==> src/rtl/clint_timer_if.sv <==
`timescale 1ns/1ps
// Register bus from soc_top's timer-window decode into clint_timer.
// One beat per cycle that bus_req is high; completion is a one-cycle bus_ack.
interface clint_timer_if #(
  parameter int ADDR_W = 5
) ();
  logic              bus_req;
  logic              bus_we;
  logic [ADDR_W-1:0] bus_addr;
  logic [31:0]       bus_wdata;
  logic [31:0]       bus_rdata;
  logic              bus_ack;

  modport master (
    output bus_req, bus_we, bus_addr, bus_wdata,
    input  bus_rdata, bus_ack
  );

  modport slave (
    input  bus_req, bus_we, bus_addr, bus_wdata,
    output bus_rdata, bus_ack
  );
endinterface

==> src/rtl/clint_timer.sv <==
`timescale 1ns/1ps
// Machine timer (CLINT subset): prescaled 64-bit mtime, 64-bit mtimecmp and msip
// behind a fixed one-cycle-latency register bus; drives timer and software irqs.
module clint_timer #(
  parameter int PRESCALE = 4,
  parameter int ADDR_W   = 5
) (
  input  logic         clk,
  input  logic         reset,
  clint_timer_if.slave bus,
  output logic         timer_irq,
  output logic         soft_irq
);

  localparam int CNT_W = (PRESCALE > 1) ? $clog2(PRESCALE) : 1;
  localparam logic [CNT_W-1:0] CNT_LAST = CNT_W'(PRESCALE - 1);

  localparam logic [ADDR_W-1:0] ADDR_MTIME_LO = ADDR_W'(32'h00);
  localparam logic [ADDR_W-1:0] ADDR_MTIME_HI = ADDR_W'(32'h04);
  localparam logic [ADDR_W-1:0] ADDR_CMP_LO   = ADDR_W'(32'h08);
  localparam logic [ADDR_W-1:0] ADDR_CMP_HI   = ADDR_W'(32'h0C);
  localparam logic [ADDR_W-1:0] ADDR_MSIP     = ADDR_W'(32'h10);

  typedef enum logic [2:0] {
    SEL_MTIME_LO,
    SEL_MTIME_HI,
    SEL_CMP_LO,
    SEL_CMP_HI,
    SEL_MSIP,
    SEL_NONE
  } reg_sel_e;

  logic [CNT_W-1:0] cnt_reg;
  logic [CNT_W-1:0] cnt_next;
  logic             tick;
  logic [63:0]      mtime_reg;
  logic [63:0]      mtime_next;
  logic [63:0]      mtime_inc;
  logic [63:0]      mtimecmp_reg;
  logic [63:0]      mtimecmp_next;
  logic             msip_reg;
  logic             msip_next;
  logic [31:0]      rdata_reg;
  logic [31:0]      rdata_next;
  logic             ack_reg;
  logic             timer_irq_reg;

  reg_sel_e         sel;
  logic             wr_en;
  logic             rd_en;
  logic [1:0]       mtime_wr;
  logic [1:0]       cmp_wr;

  assign wr_en = bus.bus_req & bus.bus_we;
  assign rd_en = bus.bus_req & ~bus.bus_we;

  // Exact-match decode: unaligned or out-of-map addresses fall to SEL_NONE.
  always_comb begin
    sel = SEL_NONE;
    case (bus.bus_addr)
      ADDR_MTIME_LO: sel = SEL_MTIME_LO;
      ADDR_MTIME_HI: sel = SEL_MTIME_HI;
      ADDR_CMP_LO:   sel = SEL_CMP_LO;
      ADDR_CMP_HI:   sel = SEL_CMP_HI;
      ADDR_MSIP:     sel = SEL_MSIP;
      default:       sel = SEL_NONE;
    endcase
  end

  assign mtime_wr[0] = wr_en && (sel == SEL_MTIME_LO);
  assign mtime_wr[1] = wr_en && (sel == SEL_MTIME_HI);
  assign cmp_wr[0]   = wr_en && (sel == SEL_CMP_LO);
  assign cmp_wr[1]   = wr_en && (sel == SEL_CMP_HI);

  assign tick      = (cnt_reg == CNT_LAST);
  assign cnt_next  = tick ? '0 : cnt_reg + CNT_W'(1);
  assign mtime_inc = mtime_reg + 64'd1;

  // Any write to either mtime half suppresses that cycle's tick for all 64 bits,
  // so software never sees a carry it did not write.
  genvar gi;
  generate
    for (gi = 0; gi < 2; gi++) begin : g_half
      assign mtime_next[32*gi +: 32] = mtime_wr[gi] ? bus.bus_wdata :
                                       (|mtime_wr)  ? mtime_reg[32*gi +: 32] :
                                       tick         ? mtime_inc[32*gi +: 32] :
                                                      mtime_reg[32*gi +: 32];
      assign mtimecmp_next[32*gi +: 32] = cmp_wr[gi] ? bus.bus_wdata
                                                     : mtimecmp_reg[32*gi +: 32];
    end
  endgenerate

  assign msip_next = (wr_en && (sel == SEL_MSIP)) ? bus.bus_wdata[0] : msip_reg;

  // Reads see register contents before this cycle's tick or write lands.
  always_comb begin
    rdata_next = rdata_reg;
    if (rd_en) begin
      case (sel)
        SEL_MTIME_LO: rdata_next = mtime_reg[31:0];
        SEL_MTIME_HI: rdata_next = mtime_reg[63:32];
        SEL_CMP_LO:   rdata_next = mtimecmp_reg[31:0];
        SEL_CMP_HI:   rdata_next = mtimecmp_reg[63:32];
        SEL_MSIP:     rdata_next = {31'd0, msip_reg};
        default:      rdata_next = 32'd0;
      endcase
    end
  end

  always_ff @(posedge clk or negedge reset) begin
    if (!reset) begin
      cnt_reg       <= '0;
      mtime_reg     <= 64'd0;
      mtimecmp_reg  <= 64'd0;
      msip_reg      <= 1'b0;
      rdata_reg     <= 32'd0;
      ack_reg       <= 1'b0;
      timer_irq_reg <= 1'b0;
    end else begin
      cnt_reg       <= cnt_next;
      mtime_reg     <= mtime_next;
      mtimecmp_reg  <= mtimecmp_next;
      msip_reg      <= msip_next;
      rdata_reg     <= rdata_next;
      ack_reg       <= bus.bus_req;
      timer_irq_reg <= (mtime_reg >= mtimecmp_reg);
    end
  end

  assign bus.bus_rdata = rdata_reg;
  assign bus.bus_ack   = ack_reg;
  assign timer_irq     = timer_irq_reg;
  assign soft_irq      = msip_reg;

endmodule

==> src/flat_wrapper.sv <==
// flat-port wrapper written by rule: the top's interface ports become plain ports
module clint_timer_flat 
#(
  parameter int PRESCALE = 4,
  parameter int ADDR_W   = 5
)
  (clk, reset, timer_irq, soft_irq, bus_bus_req, bus_bus_we, bus_bus_addr, bus_bus_wdata, bus_bus_rdata, bus_bus_ack);
  clint_timer_if #(.ADDR_W(ADDR_W)) bus_i ();
  input  logic clk;
  input  logic reset;
  output logic timer_irq;
  output logic soft_irq;
  input wire logic [$bits(bus_i.bus_req)-1:0] bus_bus_req;
  input wire logic [$bits(bus_i.bus_we)-1:0] bus_bus_we;
  input wire logic [$bits(bus_i.bus_addr)-1:0] bus_bus_addr;
  input wire logic [$bits(bus_i.bus_wdata)-1:0] bus_bus_wdata;
  output wire logic [$bits(bus_i.bus_rdata)-1:0] bus_bus_rdata;
  output wire logic [$bits(bus_i.bus_ack)-1:0] bus_bus_ack;
  assign bus_i.bus_req = bus_bus_req;
  assign bus_i.bus_we = bus_bus_we;
  assign bus_i.bus_addr = bus_bus_addr;
  assign bus_i.bus_wdata = bus_bus_wdata;
  assign bus_bus_rdata = bus_i.bus_rdata;
  assign bus_bus_ack = bus_i.bus_ack;
  clint_timer #(.PRESCALE(PRESCALE), .ADDR_W(ADDR_W)) u_core (.clk(clk), .reset(reset), .bus(bus_i), .timer_irq(timer_irq), .soft_irq(soft_irq));
endmodule
==> config.mk <==
export PLATFORM = sky130hd
export DESIGN_NAME = clint_timer_flat
export DESIGN_NICKNAME = d
export VERILOG_FILES = /design/src/rtl/clint_timer_if.sv /design/src/rtl/clint_timer.sv /design/src/flat_wrapper.sv
export SDC_FILE = /design/constraint.sdc
export NUM_CORES = 1
export LEC_CHECK = 0
export BUFFER_PORTS_ARGS = -buffer_cell sky130_fd_sc_hd__buf_2
export CAP_MARGIN = 20
export CORE_MARGIN = 3
export CORE_UTILIZATION = 30
export DETAILED_ROUTE_END_ITERATION = 16
export SYNTH_ARGS = -nofsm -noshare
export SYNTH_HDL_FRONTEND = slang
export SYNTH_SLANG_ARGS = --single-unit
==> constraint.sdc <==
create_clock -name clk -period 2.4 [get_ports clk]
set_input_delay 0.24 -clock clk [delete_from_list [all_inputs] [get_ports clk]]
set_output_delay 0.24 -clock clk [all_outputs]
set_load 0.02 [all_outputs]
==> flow_summary.yaml, run 1 <==
sta:
  clock_skew_ns: 0.0173
  finalSetupViolations: 0
  worst_slew_pin_slew_ns: 0.538
  slew_viol_final: 0
  period_share_pct: 94.4
  final_hold_viol_count: 0
  fin_ws_ns: 0.134
  hold-worst-slack_ns: 0.0623
  period_needed_ns: 2.27
  max-slew-margin-rel_pct: 63.8
  max_freq_mhz: 441
  rsz0062_at_grt: "false"
placed_design:
  hpwl_um: 22100
  dp_cells: 1516
  pre_cts_slack_ns: -0.110
  port_buffers: 75
  post_dp_cell_area_mm2: 0.0112
  place_congestion: 0.882
layout:
  postLayoutCellArea_mm2: 0.0119
  synthToLayoutAreaGrowth_pct: 19.9
  layout-drive-gt1-share_pct: 24.6
  fillCellCount: 3224
  multi_input_area_mm2: 0.00536
  instances_no_fill: 1551
  fin_nets: 1210
  layout.area.seq_mm2: 0.00413
  diodes: 0
  utilization_pct: 37.1
setup_path:
  crit_fanout: 3
  crit_path_cell_trace: "inv_1 > ha_1 > nand2b_1 > a2111oi_4 > or4_1 > a311oi_1 > o311ai_0 > nand2_1"
  crit_type: "flop to flop"
  cp-end-kind: "flop"
  slowest_delay_ns: 0.42
  worst_ep_arrival_time_ns: 2.58
  crit_path_start_kind: "flop"
  crit_slowest_cell: "dfrtp_1"
  required_ns: 2.71
yosys:
  yosysSeqAreaShare_pct: 41.6
  synth_fp_nets: 1085
  syn_inst: 978
  synth_flop_cell: "dfrtp_1"
  synth_edf_count: 0
  ys_warn_count: 0
  syn_avg_cell_area_um2: 10.1
  async_reset_ff_share_pct: 100
  netlist_area_mm2: 0.00992
  ys_ff_latch: 165
  synth_cell_types: 72
status:
  status: "finished clean"
clock_network:
  insertion_delay_ns: 0.45
  cts_num_sinks: 165
  cts_tree: "done"
  cts_buffers: 17
  clk_path_buf_depth: 2
  cts_root_buf: "clkbuf_16"
  htreeDepth: 4
  clk_pin_slew_worst_paths_ns: 0.08
routing:
  via_per_inst: 5.26
  ant_nets: 0
  wl_per_cell_um: 19.0
  wirelength_um: 29500
  drt_iter0_markers: 638
  vias: 8161
  drc: 0
  firstDrtPassIters: 5
floorplan:
  io_pins: 76
  initial_core_util_pct: 31.0
  core-area_mm2: 0.0320
  die_w_um: 188
  rows: 65
  dieArea_mm2: 0.0353
  die_height_um: 188
global_routing:
  antenna_found_initial: 1
  grt_pass1_wl_um: 47300
  grt_max_degree: 53
  grt-ovfl-total: 0
  grt_util_all_layers_pct: 16.9
  grt_pass1_vias: 8140
job:
  cap_violations: 0
pwr:
  ir_drop_uv: 440
  power.density_mw_per_mm2: 724
  leakage_nw: 5.50
worst_hold_path:
  min_path_type: "input port to flop"
==> routing by layer <==
metal	share of wire [%]	wire [µm]	vias to the layer above	GRT usage, %
met4	1.0	303	0	3.38
met5	0	0	-	0
met2	46	13500	226	27.1
met3	5.1	1510	26	3.35
met1	48	14200	4064	23.9
li1	-	-	3845	-
==> cells in the final DEF, fill, tap and decap left out, drive strengths merged, types with 13 or more instances in the layout <==
| master | netlist | layout |
|---|---|---|
| dfrtp | 165 | 165 |
| buf | 15 | 151 |
| nand2 | 93 | 93 |
| inv | 70 | 77 |
| ha | 66 | 66 |
| o21ai | 60 | 60 |
| a21oi | 57 | 57 |
| nor2 | 56 | 56 |
| nand4 | 39 | 39 |
| mux2 | 36 | 36 |
| xor2 | 36 | 36 |
| nand3 | 35 | 35 |
| a22o | 32 | 32 |
| mux4 | 31 | 31 |
| clkbuf | 32 | 17 |
| and3 | 16 | 16 |
| nor3 | 15 | 15 |
| a21o | 13 | 13 |
==> repair_timing <==
action,CTS,global route
hold buffers,2,0
buffers inserted,0,1
pin swaps,0,2
resized for setup,2,1
endpoints found under the hold margin,42,0
setup endpoints to repair,1,5
==> worst max-delay path, delay by kind of cell (launching register included) <==
family,cells,cell delay (ns)
buffers and inverters,1,0.13
adder cells (fa/ha/maj),1,0.24
AND/OR/NAND/NOR,3,0.49
flip-flops,1,0.42
AO/OA/AOI/OAI,3,0.86
==> final timing paths <==
| check | start | to | slack, ns | depth (start not counted) |
|---|---|---|---|---|
| hold / removal | bus_bus_wdata[19] | u_core.mtimecmp_reg[19] | 0.06 | 3 |
| max in group asynchronous | reset | u_core.mtime_reg[31] | 1.40 | 3 |
| min in group asynchronous | reset | u_core.bus.bus_rdata[27] | 0.29 | 2 |
| setup / recovery | u_core.mtime_reg[0] | u_core.timer_irq | 0.13 | 8 |
| setup reg to reg | u_core.mtime_reg[0] | u_core.timer_irq | 0.13 | 8 |
| hold reg to reg | u_core.cnt_reg[0] | u_core.cnt_reg[0] | 0.43 | 1 |
==> cells by family (layout without fill, tap and decap cells) <==
| kind of cell | Yosys count | after routing | synth area share [%] |
|---|---|---|---|
| DFF | 165 | 165 | 41.6 |
| muxes | 73 | 73 | 11.8 |
| xor gates and xnor gates | 43 | 43 | 3.79 |
| buffers and inverters | 117 | 255 | 4.71 |
| AOI/OAI and AO/OA | 209 | 209 | 13.6 |
| adders and majority gates | 66 | 66 | 8.32 |
| and+or+nand+nor | 305 | 305 | 16.2 |
==> power by group <==
part | leakage [nW] | switching (mW) | internal (mW)
Clock | 0.285 | 1.36 | 1.39
Sequential | 2.07 | 0.390 | 3.20
Combinational | 3.14 | 1.20 | 1.07
==> final cells by class <==
type | count | share of cell area, %
Multi-Input combinational cell | 696 | 45.1
Sequential cell | 165 | 34.7
Timing Repair Buffer | 153 | 8.49
Tap cell | 435 | 4.58
Clock buffer | 17 | 3.58
Inverter | 70 | 2.21
Clock inverter | 15 | 1.37
==> stage by stage <==
step           TNS (ns)  power (mW)
2_1_floorplan         0        4.94
4_1_cts               0        8.64
5_1_grt               0        9.10
6_report              0        8.61
3_5_place_dp     -0.110        5.84
3_3_place_gp     -0.150        5.79
==> synthesized netlist by cell type (all sizes together), types with 7 or more instances <==
cell | number | share of area, %
a21oi | 57 | 2.9
buf | 15 | 0.83
xnor2 | 7 | 0.62
clkbuf | 32 | 1.2
dfrtp | 165 | 42
inv | 70 | 2.6
nor2 | 56 | 2.1
and3 | 16 | 1.1
and2 | 9 | 0.57
nand4 | 39 | 2.7
nand2 | 93 | 3.5
nor4 | 9 | 0.72
nand3 | 35 | 1.8
ha | 66 | 8.3
a22o | 32 | 2.8
mux2 | 36 | 4.1
mux4 | 31 | 7.1
o21ai | 60 | 3.0
nor3 | 15 | 0.81
xor2 | 36 | 3.2
a21o | 13 | 0.98
Note: power is estimated with default switching activity, not from simulation.
==> inputs of run 2 (changes only) <==
--- a/config.mk
+++ b/config.mk
@@ -8,7 +8,7 @@
 export BUFFER_PORTS_ARGS = -buffer_cell sky130_fd_sc_hd__buf_2
 export CAP_MARGIN = 20
 export CORE_MARGIN = 3
-export CORE_UTILIZATION = 30
+export CORE_UTILIZATION = 36
 export DETAILED_ROUTE_END_ITERATION = 16
 export SYNTH_ARGS = -nofsm -noshare
 export SYNTH_HDL_FRONTEND = slang
==> flow_summary.yaml, run 2 (synthesis results as in run 1) <==
floorplan:
  rows: 60
  initial_core_util_pct: 36.7
  die_w_um: 172
  core-area_mm2: 0.0270
  die_height_um: 172
  io_pins: 76
  dieArea_mm2: 0.0296
layout:
  synthToLayoutAreaGrowth_pct: 19.3
  layout-drive-gt1-share_pct: 24.9
  diodes: 0
  mostFrequentLayoutCells: "dfrtp_1, nand2_1, buf_2, buf_4, inv_1"
  final_common_cell: "dfrtp_1"
  fin_nets: 1210
global_routing:
  antenna_found_initial: 1
  grt-ovfl-total: 0
  grt_pass1_vias: 8106
  grt_pass1_wl_um: 46400
  grt_util_all_layers_pct: 20.3
  grt_max_degree: 60
setup_path:
  required_ns: 2.70
  worst_ep_arrival_time_ns: 2.63
  crit_path_start_kind: "flop"
  crit_type: "flop to flop"
  cp-end-kind: "flop"
  crit_fanout: 3
  rrSetupSlack_ns: 0.07
routing:
  firstDrtPassIters: 5
  wl_per_cell_um: 19.9
  drc: 0
  wl_met3_um: 1410
  route.met2.wl_um: 13100
  drt_iter0_markers: 745
  vias: 8123
  via_per_inst: 5.58
  highest_layer: "met5"
  ant_nets: 0
  wirelength_um: 28900
  wl_met1_um: 14000
clock_network:
  htreeDepth: 4
  cts_buffers: 17
  cts_tree: "done"
  insertion_delay_ns: 0.44
  clk_path_buf_depth: 2
  cts_root_buf: "clkbuf_16"
  cts_num_sinks: 165
  clk_pin_slew_worst_paths_ns: 0.07
sta:
  hold-worst-slack_ns: 0.0690
  slew_viol_final: 0
  worst_slew_pin_slew_ns: 0.876
  clock_skew_ns: 0.0137
  max-slew-margin-rel_pct: 41.4
  period_share_pct: 97.0
  fin_ws_ns: 0.0726
  finalSetupViolations: 0
  finalSetupTns_ns: 0
  max_freq_mhz: 430
  rsz0062_at_grt: "false"
  period_needed_ns: 2.33
  final_hold_viol_count: 0
status:
  status: "finished clean"
placed_design:
  port_buffers: 75
  place_congestion: 0.874
  pre_cts_slack_ns: -0.196
  hpwl_um: 21700
job:
  cap_violations: 0
worst_hold_path:
  min_path_type: "input port to flop"
pwr:
  ir_drop_uv: 476
  leakage_nw: 5.52
  power.density_mw_per_mm2: 751
  power_mw: 8.90
-- run 2: cell types whose count changed in the layout (fill, tap and decap cells not counted), sizes merged --
cell    previous run  this run
bufinv             0         4
clkinv             7         3
-- run 2: path summary, 6_finish.rpt --
| kind | endpoint | from | depth (start not counted) |
|---|---|---|---|
| max | u_core.timer_irq | u_core.mtime_reg[0] | 8 |
| max reg2reg | u_core.timer_irq | u_core.mtime_reg[0] | 8 |
| max in group asynchronous | u_core.mtime_reg[57] | reset | 3 |
| min reg2reg | u_core.cnt_reg[0] | u_core.cnt_reg[0] | 1 |
| min | u_core.mtime_reg[58] | bus_bus_wdata[26] | 2 |
| min in group asynchronous | u_core.bus.bus_ack | reset | 2 |
-- run 2: cell type report --
class	instances	area (µm²)
inverters	70	263
well taps	341	427
multi-input cells	696	5370
fillers	2561	15200
repair buffers	153	1010
clock inverters	15	214
clock buffers	17	425
flip-flops and latches	165	4130
-- run 2: worst max-delay path: stages, from the launching register on --
cell and delay [ns]:
dfrtp_1 0.42, inv_1 0.14, ha_1 0.24, nand2b_1 0.21, a2111oi_4 0.43, or4_1 0.22, a311oi_1 0.10, o311ai_0 0.34
nand2_1 0.10
-- run 2: where the power goes --
part | internal [mW] | switching, mW | total, mW | leakage [nW]
combinational | 1.08 | 1.19 | 2.27 | 3.14
sequential | 3.20 | 0.400 | 3.60 | 2.07
clock | 1.77 | 1.25 | 3.02 | 0.312
-- run 2: per-stage QoR --
stage	instance area (µm²)	instances	utilization, %
2_1_floorplan	9920	978	-
3_3_place_gp	11100	1421	41.2
3_5_place_dp	11100	1421	41.2
4_1_cts	11800	1455	43.7
5_1_grt	11800	1457	43.8
6_report	11800	1457	43.8
-- run 2: layer usage --
layer,GRT usage (%),vias up
met2,30.8,225
met5,0,-
li1,-,3838
met4,5.52,2
met3,3.18,28
met1,30.1,4030
-- run 2: what timing repair did --
item,in CTS,in global routing
pin swaps,0,2
hold buffers,2,0
gates resized for setup,2,5
setup buffers,0,2
endpoints found under the setup margin,1,18
endpoints found under the hold margin,57,0
==> inputs of run 3 (changes only) <==
==> constraint.sdc (replaced) <==
create_clock -name clk -period 2.71 [get_ports clk]
set_input_delay 0.271 -clock clk [delete_from_list [all_inputs] [get_ports clk]]
set_output_delay 0.271 -clock clk [all_outputs]
set_load 0.02 [all_outputs]
==> flow_summary.yaml, run 3 (synthesis results as in run 1) <==
clock_network:
  post_cts_buffers: 0
  cts_num_sinks: 165
  cts_tree: "done"
  cts_root_buf: "clkbuf_16"
  clk_path_buf_depth: 2
  cts.hold.buffers_added: 1
  cts_buffers: 17
  clk_pin_slew_worst_paths_ns: 0.06
  insertion_delay_ns: 0.43
  cts_resized: 0
  htreeDepth: 4
routing:
  via_per_inst: 5.67
  wl_per_cell_um: 20.0
  drc: 0
  firstDrtPassIters: 5
  wirelength_um: 28400
  vias: 8044
  ant_nets: 0
  drt_iter0_markers: 698
setup_path:
  crit_start: "u_core.mtime_reg[0]"
  crit_path_start_kind: "flop"
  required_ns: 3.01
  crit_fanout: 3
  rr_worst_depth: 8
  cp-end-kind: "flop"
  crit_end: "u_core.timer_irq"
  crit_type: "flop to flop"
  rrSetupSlack_ns: 0.22
  reg2reg_to: "u_core.timer_irq"
  reg2reg_from: "u_core.mtime_reg[0]"
  worst_ep_arrival_time_ns: 2.79
layout:
  fillCellCount: 2673
  layout-drive-gt1-share_pct: 21.7
  layout.area.seq_mm2: 0.00413
  fin_nets: 1173
  final_common_cell: "dfrtp_1"
  mostFrequentLayoutCells: "dfrtp_1, nand2_1, buf_2, inv_1, ha_1"
  synthToLayoutAreaGrowth_pct: 15.9
  multi_input_area_mm2: 0.00534
  instances_no_fill: 1419
  diodes: 0
floorplan:
  die_w_um: 172
  initial_core_util_pct: 36.7
  io_pins: 76
  die_height_um: 172
  core-area_mm2: 0.0270
  dieArea_mm2: 0.0296
  rows: 60
sta:
  rsz0062_at_grt: "false"
  period_share_pct: 91.9
  slew_viol_final: 0
  finalSetupViolations: 0
  final_hold_viol_count: 0
  period_needed_ns: 2.49
  finalSetupTns_ns: 0
  clock_skew_ns: 0.0125
  worst_slew_pin_slew_ns: 0.864
  max_freq_mhz: 402
  max-slew-margin-rel_pct: 42.4
global_routing:
  grt-ovfl-total: 0
  grt_max_degree: 90
  grt_pass1_vias: 7988
  antenna_found_initial: 0
  grt_pass1_wl_um: 46000
  grt_util_all_layers_pct: 19.9
pwr:
  ir_drop_uv: 329
  power.density_mw_per_mm2: 665
  power_mw: 7.64
  leakage_nw: 5.31
placed_design:
  place_congestion: 0.909
  port_buffers: 75
  hpwl_um: 20900
  dp_cells: 1387
status:
  status: "finished clean"
job:
  cap_violations: 0
worst_hold_path:
  min_path_type: "input port to flop"
run 3: cell count changes in the layout (fill, tap and decap cells not counted), moves of 2 or more:
cell and change:
inv_6 -5, clkbuf_1 +2, clkinvlp_4 +3, buf_4 -35
run 3: final cells by class:
class / instances / area share, %
multi-input cells: 696 / 46.5
clock buffers: 20 / 3.88
flip-flops and latches: 165 / 35.9
well taps: 341 / 3.71
clock inverters: 11 / 1.53
inverters: 70 / 2.28
repair buffers: 116 / 6.23
run 3: critical path, cell delays in order (launching register included):
cell and delay [ns]:
dfrtp_1 0.41, inv_1 0.13, ha_1 0.24, nand2b_1 0.17, a2111oi_0 0.59, or4_1 0.22
a311oi_1 0.14, o311ai_0 0.37, nand2_1 0.09
run 3: report_power, final:
group / switching, mW / leakage, nW / total (mW) / internal [mW]
registers: 0.431 / 2.07 / 3.27 / 2.84
logic: 0.929 / 2.95 / 1.76 / 0.835
clock network: 1.05 / 0.289 / 2.61 / 1.57
run 3: metrics by stage:
step                      hold WS, ns  area, µm²  worst slack (ns)  utilization [%]
after global routing           0.0217      11500             0.125             42.6
after detailed placement        0.338      10900             0.301             40.2
after CTS                      0.0212      11500             0.264             42.6
after floorplan               -0.0246       9920             0.571                -
final                          0.0358      11500             0.220             42.6
after global placement          0.330      10900             0.288             40.2
run 3: how the worst min path moves through the flow:
stage,from,endpoint,cells past startpoint
finish,bus_bus_req,u_core.bus.bus_ack,1
detailed placement,reset,u_core.bus.bus_ack,2
global placement,reset,u_core.bus.bus_ack,2
floorplan,reset,u_core.bus.bus_ack,0
CTS,bus_bus_req,u_core.bus.bus_ack,1
global route,bus_bus_req,u_core.bus.bus_ack,1
run 3: layer usage:
layer | wire length, µm | track usage [%] | up-vias
met4 | 738 | 6.87 | 0
met5 | 0 | 0 | -
met3 | 1410 | 3.80 | 50
met1 | 13600 | 28.8 | 4012
met2 | 12700 | 30.2 | 226
li1 | - | - | 3756
